File: src/rtl/stage3_pkg.sv
// Shared widths, twiddle constants and complex sample type for FFT stage 3.
package stage3_pkg;

    localparam int IN_W    = 15;
    localparam int OUT_W   = IN_W + 1;
    localparam int TW_C    = 181;
    localparam int Q_SHIFT = 8;
    localparam int PROD_W  = OUT_W + 12;

    typedef struct packed {
        logic signed [OUT_W-1:0] re;
        logic signed [OUT_W-1:0] im;
    } cplx_t;

    localparam logic signed [PROD_W-1:0] SAT_MAX = PROD_W'((2 ** (OUT_W - 1)) - 1);
    localparam logic signed [PROD_W-1:0] SAT_MIN = PROD_W'(-(2 ** (OUT_W - 1)));

    // Clamp a wide intermediate into the signed OUT_W range.
    function automatic logic signed [OUT_W-1:0] sat(input logic signed [PROD_W-1:0] v);
        if (v > SAT_MAX) begin
            return SAT_MAX[OUT_W-1:0];
        end else if (v < SAT_MIN) begin
            return SAT_MIN[OUT_W-1:0];
        end
        return v[OUT_W-1:0];
    endfunction

endpackage

File: src/rtl/fft_twiddle_w8.sv
// Combinational multiply by W8^k (k = 0..3) with Q8 coefficient and saturation.
module fft_twiddle_w8
    import stage3_pkg::*;
(
    input  logic [1:0] k,
    input  cplx_t      x,
    output cplx_t      y
);

    localparam logic signed [PROD_W-1:0] C_W = PROD_W'(TW_C);

    logic signed [PROD_W-1:0] r_w;
    logic signed [PROD_W-1:0] i_w;
    logic signed [PROD_W-1:0] s_w;
    logic signed [PROD_W-1:0] d_w;
    logic signed [PROD_W-1:0] ps_sh;
    logic signed [PROD_W-1:0] pd_sh;

    always_comb begin
        r_w   = PROD_W'($signed(x.re));
        i_w   = PROD_W'($signed(x.im));
        s_w   = r_w + i_w;
        d_w   = i_w - r_w;
        // Products are formed at PROD_W so they cannot wrap before the floor shift.
        ps_sh = (s_w * C_W) >>> Q_SHIFT;
        pd_sh = (d_w * C_W) >>> Q_SHIFT;
        y     = x;
        unique case (k)
            2'd1: begin
                y.re = sat(ps_sh);
                y.im = sat(pd_sh);
            end
            2'd2: begin
                y.re = x.im;
                y.im = sat(-r_w);
            end
            2'd3: begin
                y.re = sat(pd_sh);
                y.im = sat(-ps_sh);
            end
            default: y = x;
        endcase
    end

endmodule

File: src/rtl/stage3.sv
// Stage 3 of a 32-point radix-2 DIF SDF FFT: span-4 butterfly with 4-entry feedback delay line.
module stage3 #(
    parameter int IN_W  = stage3_pkg::IN_W,
    parameter int OUT_W = IN_W + 1
) (
    input  logic                    clk,
    input  logic                    rst_n,
    input  logic                    valid_i,
    input  logic signed [IN_W-1:0]  data_in_r,
    input  logic signed [IN_W-1:0]  data_in_i,
    output logic                    valid_o,
    output logic signed [OUT_W-1:0] data_out_r,
    output logic signed [OUT_W-1:0] data_out_i
);
    import stage3_pkg::*;

    logic [2:0] p;
    logic       primed;
    cplx_t      dl [4];

    cplx_t x_in;
    cplx_t pop;
    cplx_t sum;
    cplx_t diff;
    cplx_t diff_tw;
    cplx_t sel;
    cplx_t push;

    fft_twiddle_w8 u_tw (
        .k (p[1:0]),
        .x (diff),
        .y (diff_tw)
    );

    always_comb begin
        x_in.re = {{(OUT_W-IN_W){data_in_r[IN_W-1]}}, data_in_r};
        x_in.im = {{(OUT_W-IN_W){data_in_i[IN_W-1]}}, data_in_i};
        pop     = dl[3];
        sum.re  = pop.re + x_in.re;
        sum.im  = pop.im + x_in.im;
        diff.re = pop.re - x_in.re;
        diff.im = pop.im - x_in.im;
        // Upper half-block butterflies; lower half forwards the previous block's differences.
        if (p[2]) begin
            sel  = sum;
            push = diff_tw;
        end else begin
            sel  = pop;
            push = x_in;
        end
    end

    always_ff @(posedge clk) begin
        if (rst_n) begin
            p          <= '0;
            primed     <= 1'b0;
            dl[0]      <= '0;
            dl[1]      <= '0;
            dl[2]      <= '0;
            dl[3]      <= '0;
            valid_o    <= 1'b0;
            data_out_r <= '0;
            data_out_i <= '0;
        end else begin
            valid_o <= valid_i & (primed | (p == 3'd4));
            if (valid_i) begin
                p <= p + 3'd1;
                if (p == 3'd4) begin
                    primed <= 1'b1;
                end
                dl[0]      <= push;
                dl[1]      <= dl[0];
                dl[2]      <= dl[1];
                dl[3]      <= dl[2];
                data_out_r <= sel.re;
                data_out_i <= sel.im;
            end
        end
    end

endmodule

File: config.mk
export PLATFORM = sky130hd
export DESIGN_NAME = stage3
export DESIGN_NICKNAME = d
export VERILOG_FILES = /design/src/rtl/stage3_pkg.sv /design/src/rtl/fft_twiddle_w8.sv /design/src/rtl/stage3.sv
export SDC_FILE = /design/constraint.sdc
export NUM_CORES = 1
export LEC_CHECK = 0
export CORE_AREA = 2 2 194 196
export CTS_BUF_LIST = sky130_fd_sc_hd__clkbuf_2
export DETAILED_ROUTE_END_ITERATION = 8
export DIE_AREA = 0 0 196 198
export PLACE_DENSITY = 0.69
export SLEW_MARGIN = 25
export SYNTH_ARGS = -nofsm -noshare
export SYNTH_HDL_FRONTEND = slang
export SYNTH_SLANG_ARGS = --single-unit
export TNS_END_PERCENT = 100
File: constraint.sdc
create_clock -name clk -period 25.2 [get_ports clk]
set_input_delay 5.04 -clock clk [delete_from_list [all_inputs] [get_ports clk]]
set_output_delay 5.04 -clock clk [all_outputs]
set_load 0.005 [all_outputs]
# == After elaboration in Yosys (flattened, before gate mapping) ==
# Memory sizes are Yosys's and may differ from the RTL's.
# Index checks and enable logic that the tools add are counted.
# word_totals
reg_bits,37
ram_bits,128
input_bits,33
elab_cells,74
n_memories,1
# memory_table
memory,words,word_bits,rd,rd_ports_with_merged_regs,wr,line,source
dl,4,32,4,0,4,stage3.sv:19,cplx_t dl [4];
# classes
addsub,9
multipliers,2
magnitude_cmp,8
n_eq_ne,4
mux,38
bitwise_logic,6
reduce_logical,1
# ops
operator,count
$mux 16,13
$mux 32,6
$pmux 32 s3,1
$gt 28x16->1 const B,2
$lt 28x16->1 const B,2
$mul 17x9->26 const B,2
$gt 20x16->1 const B,2
$lt 20x16->1 const B,2
$add 16x15->16,2
$sub 16x15->16,2
$neg 16->28,1
$neg 20->28,1
$mux 1,18
$add 16x16->17,1
$sub 16x16->17,1
$or 1x1->1,5
$eq 2x2->1 const B,2
$add 3x1->3 const B,1
$eq 3x3->1 const B,1
$eq 2x1->1 const B,1
$reduce_and 2->1,1
$and 1x1->1,1

# == Depth between registers and ports, before layout ==
# depth
ltp_word,12
mapped_depth,43

# == By module ==
# From an unflattened synthesis, not the netlist that was laid out.
# unflattened
cells_unflattened,2099
area_unflattened_um2,18629.1
# modules_own_cells
module,instances,cells_each,area_per_inst_um2,seq_area_each_um2
stage3,1,932,9552.9,4584.4
fft_twiddle_w8,1,1167,9076.2,0.0

# == Worst setup path before layout ==
# Ideal clock, no wire load.
# synth_timing
path_type,input-to-reg
from,input port data_in_i[0]
to,memory dl[0][7] (netlist bit) (data pin)
setup_ns,0.261
t_arrival_ns,13.877
required_ns,24.939
setup_slack_ns,11.062
path_stages,39
cell_sequence,ha_1 -> inv_1 -> fa_1 -> a21o_1 -> a21oi_1 -> o21bai_1 -> a21oi_1 -> o21bai_1 -> a41oi_1 -> nand2b_1 -> xor2_1 -> ha_1 -> clkbuf_1 -> nor2_1 -> a21oi_1 -> nand2_1 -> o21ai_0 -> mux2_2 -> [3 not listed] -> fa_1 -> fa_1 -> inv_1 -> fa_1 -> inv_1 -> ha_1 -> clkbuf_1 -> and2_1 -> or3_1 -> or3_1 -> and2_1 -> o32a_1 -> or3_4 -> a2111o_1 -> o311ai_4 -> o21ai_1 -> a211oi_1 -> o21ai_1
# synth_rtl
item,line,source
start: declaration,stage3.sv:10,"input logic signed [IN_W-1:0] data_in_i,"
end: declaration,stage3.sv:19,

==> flow_summary.toml <==
[synthesis]
synth_area_leaders = "edfxtp_1 (21%), ha_1 (16%), fa_1 (10%), inv_1 (5.4%), xnor2_1 (4.6%)"
synth_cell_types = 90
syn_avg_cell_area_um2 = 8.96
ys.flop_type = "edfxtp_1"
yosysTopAreaCell = "edfxtp_1"
synthCells = 2025
syn_nets = 2391
synth_seq_cells = 165
synth_edf_count = 128
synth_top_area_share_pct = 21.2
synthArstFlopShare_pct = 0
syn_area_mm2 = 0.0181
yosys_warnings = 0
synth_seq_area_share_pct = 25.3

[placement]
dp_hpwl_mm = 41.1
io_buffers = 65
numPlacedInstances = 2510
globalplace.congestion = 0.991

[die]
dieArea_mm2 = 0.0388
start_util_pct = 49.1
row_count = 71
core_area_mm2 = 0.0370
ios = 66
die_width_um = 196
die_y_um = 198

[cts]
clock_path_buffers = 2
clk_pin_slew_worst_paths_ns = 0.28
htreeDepth = 4
cts-root-buf = "clkbuf_2"
post_cts_buffers = 0
clk_latency_ns = 0.83
cts_tree = "built"
cts_resized = 0
cts_buffers = 17
cts_hold_buf = 0
clock_sinks = 165

[routing]
wl_mm = 51.7
route.vias.total = 14900
dr_wl_met3_mm = 2.97
avgViaCountPerCell = 5.88
drt_iter0_markers = 1277
wl_per_cell_um = 20.3
top_layer = "met4"
drc = 0
dr_wl_met2_mm = 24.2
postRouteAntennaNets = 0
first_pass_iters = 8
drt-met1-wl_mm = 22.7

[critical_path]
critical_path_peak_fanout = 15
critical_path.max_stage_delay_ns = 0.58
cp-end-kind = "flop"
crit_arrival_ns = 15.71
cp.required_ns = 25.83
critPathSlowestCell = "o21ai_0"
setup.worst_path.class = "in2reg"
cp_num_buf_inv = 7
path_delay_family = "compound AO/OA/AOI/OAI gates"
worstSetupStartpointType = "input pin"
path_depth = 38
crit_top_cell = "inv_1"
r2r_slack_ns = 14.39
r2r_cells = 38

[global_routing]
grt_max_degree = 106
antenna_found_initial = 1
grt_pass1_wl_mm = 81.0
grt_overflow = 0
grt_pass1_vias = 14600
grt.total_usage_pct = 27.0

[sta]
min_period_over_period_pct = 59.8
final.setup.tns_ns = 0
hold_violations = 0
max_freq_ghz = 0.0664
relSlewSlack_pct = 30.6
period_needed_ns = 15.07
rsz0062_at_grt = "false"
clock_skew_ns = 0.0758
setup_viol = 0
worstMarginPinSlew_ns = 1.04
slew_violations = 0

[final_layout]
layout.cells.non_filler = 2543
multi_input_area_mm2 = 0.0123
seq_area_mm2 = 0.00459
layout-drive-gt1-share_pct = 5.03
area_growth_pct = 7.70
nets = 2421
post-route-util_pct = 52.9
fillers = 3389

[run]
maxCapViolCount = 0

[hold_path]
hp-class = "reg2reg"
hold_depth = 2

[run_status]
outcome = "completed"
[stage by stage]
| stage | setup slack, ns | area, um^2 | hold slack, ns |
|---|---|---|---|
| floorplan | 11.06 | 18100 | 0.449 |
| global placement | 9.67 | 19300 | 0.432 |
| detailed placement | 9.60 | 19300 | 0.443 |
| CTS | 10.42 | 19500 | 0.481 |
| global route | 9.77 | 19500 | 0.513 |
| finish | 10.13 | 19500 | 0.478 |
[placed cells by master, fill, tap and decap left out, types with 18 or more instances in the layout]
cell,instances
a22o_1,18
dfxtp_1,36
and2_1,110
nor2_1,168
a21oi_1,129
clkdlybuf4s50_1,65
buf_4,22
inv_1,261
o21ai_0,93
o221ai_1,18
ha_1,239
xor2_1,25
xnor2_1,95
a21o_1,20
nand2_1,96
nand2b_1,23
nor2b_1,23
nand3_1,31
edfxtp_1,128
fa_1,94
nor3_1,35
a211oi_1,24
o21bai_1,22
[state kept, by name, indices dropped and copies added (netlist names)]
register    count
data_out_i     16
valid_o         1
p               3
dl            128
data_out_r     16
primed          1
[worst reg2reg max path: cells and delay by family (launching register included)]
kind / cells / cell delay (ns)
AO/OA/AOI/OAI: 14 / 3.52
adder cells (fa/ha/maj): 8 / 3.14
AND/OR/NAND/NOR: 7 / 1.85
buffers and inverters: 7 / 0.71
flip-flops: 1 / 0.52
XOR/XNOR: 1 / 0.51
multiplexers: 1 / 0.42
[metal layers]
layer  track usage [%]  up-vias
met5                 0        -
met1              36.1     7254
met3              3.29       86
met4              10.2        0
li1                  -     7099
met2              45.1      503
[synth_stat cells, types with 13 or more instances]
cell,instances
inv_1,262
ha_1,239
nor2_1,169
a21oi_1,129
edfxtp_1,128
and2_1,110
nand2_1,96
xnor2_1,95
fa_1,94
o21ai_0,93
clkbuf_1,66
dfxtp_1,37
nor3_1,35
nand3_1,31
xor2_1,25
a211oi_1,24
nand2b_1,23
nor2b_1,23
o21bai_1,22
a21o_1,20
a22o_1,18
o221ai_1,18
o211ai_1,17
or3_1,16
o21a_1,15
and3_1,13
[logic make-up (layout without fill, tap and decap cells)]
| family | Yosys count | after routing | synth area share (%) |
|---|---|---|---|
| other cells | 0 | 1 | 0 |
| compound gates | 488 | 488 | 18.3 |
| mux | 14 | 14 | 0.786 |
| flops | 165 | 165 | 25.3 |
| buf+inv | 340 | 383 | 7.10 |
| xor+xnor | 121 | 121 | 5.88 |
| simple gates | 564 | 564 | 15.8 |
| fa+ha+maj | 333 | 333 | 26.9 |
[final timing paths]
kind | startpoint | end
setup / recovery | data_in_r[0] | dl[0][14]
hold / removal | data_out_r[6] | data_out_r[6]
setup reg to reg | dl[0][112] | dl[0][14]
hold reg to reg | data_out_r[6] | data_out_r[6]
[final cells by class]
| class | count | area share [%] |
|---|---|---|
| timing repair buffer | 87 | 4.18 |
| multi-input combinational | 1520 | 62.9 |
| sequential | 165 | 23.5 |
| inverter | 264 | 5.09 |
| clock inverter | 15 | 0.922 |
| antenna | 1 | 0.0128 |
| clock buffer | 17 | 0.436 |
| tap | 474 | 3.04 |
Power is left out: the tool's default activity adds up to more than one toggle a clock period on the data nets, which glitch-free logic cannot reach.
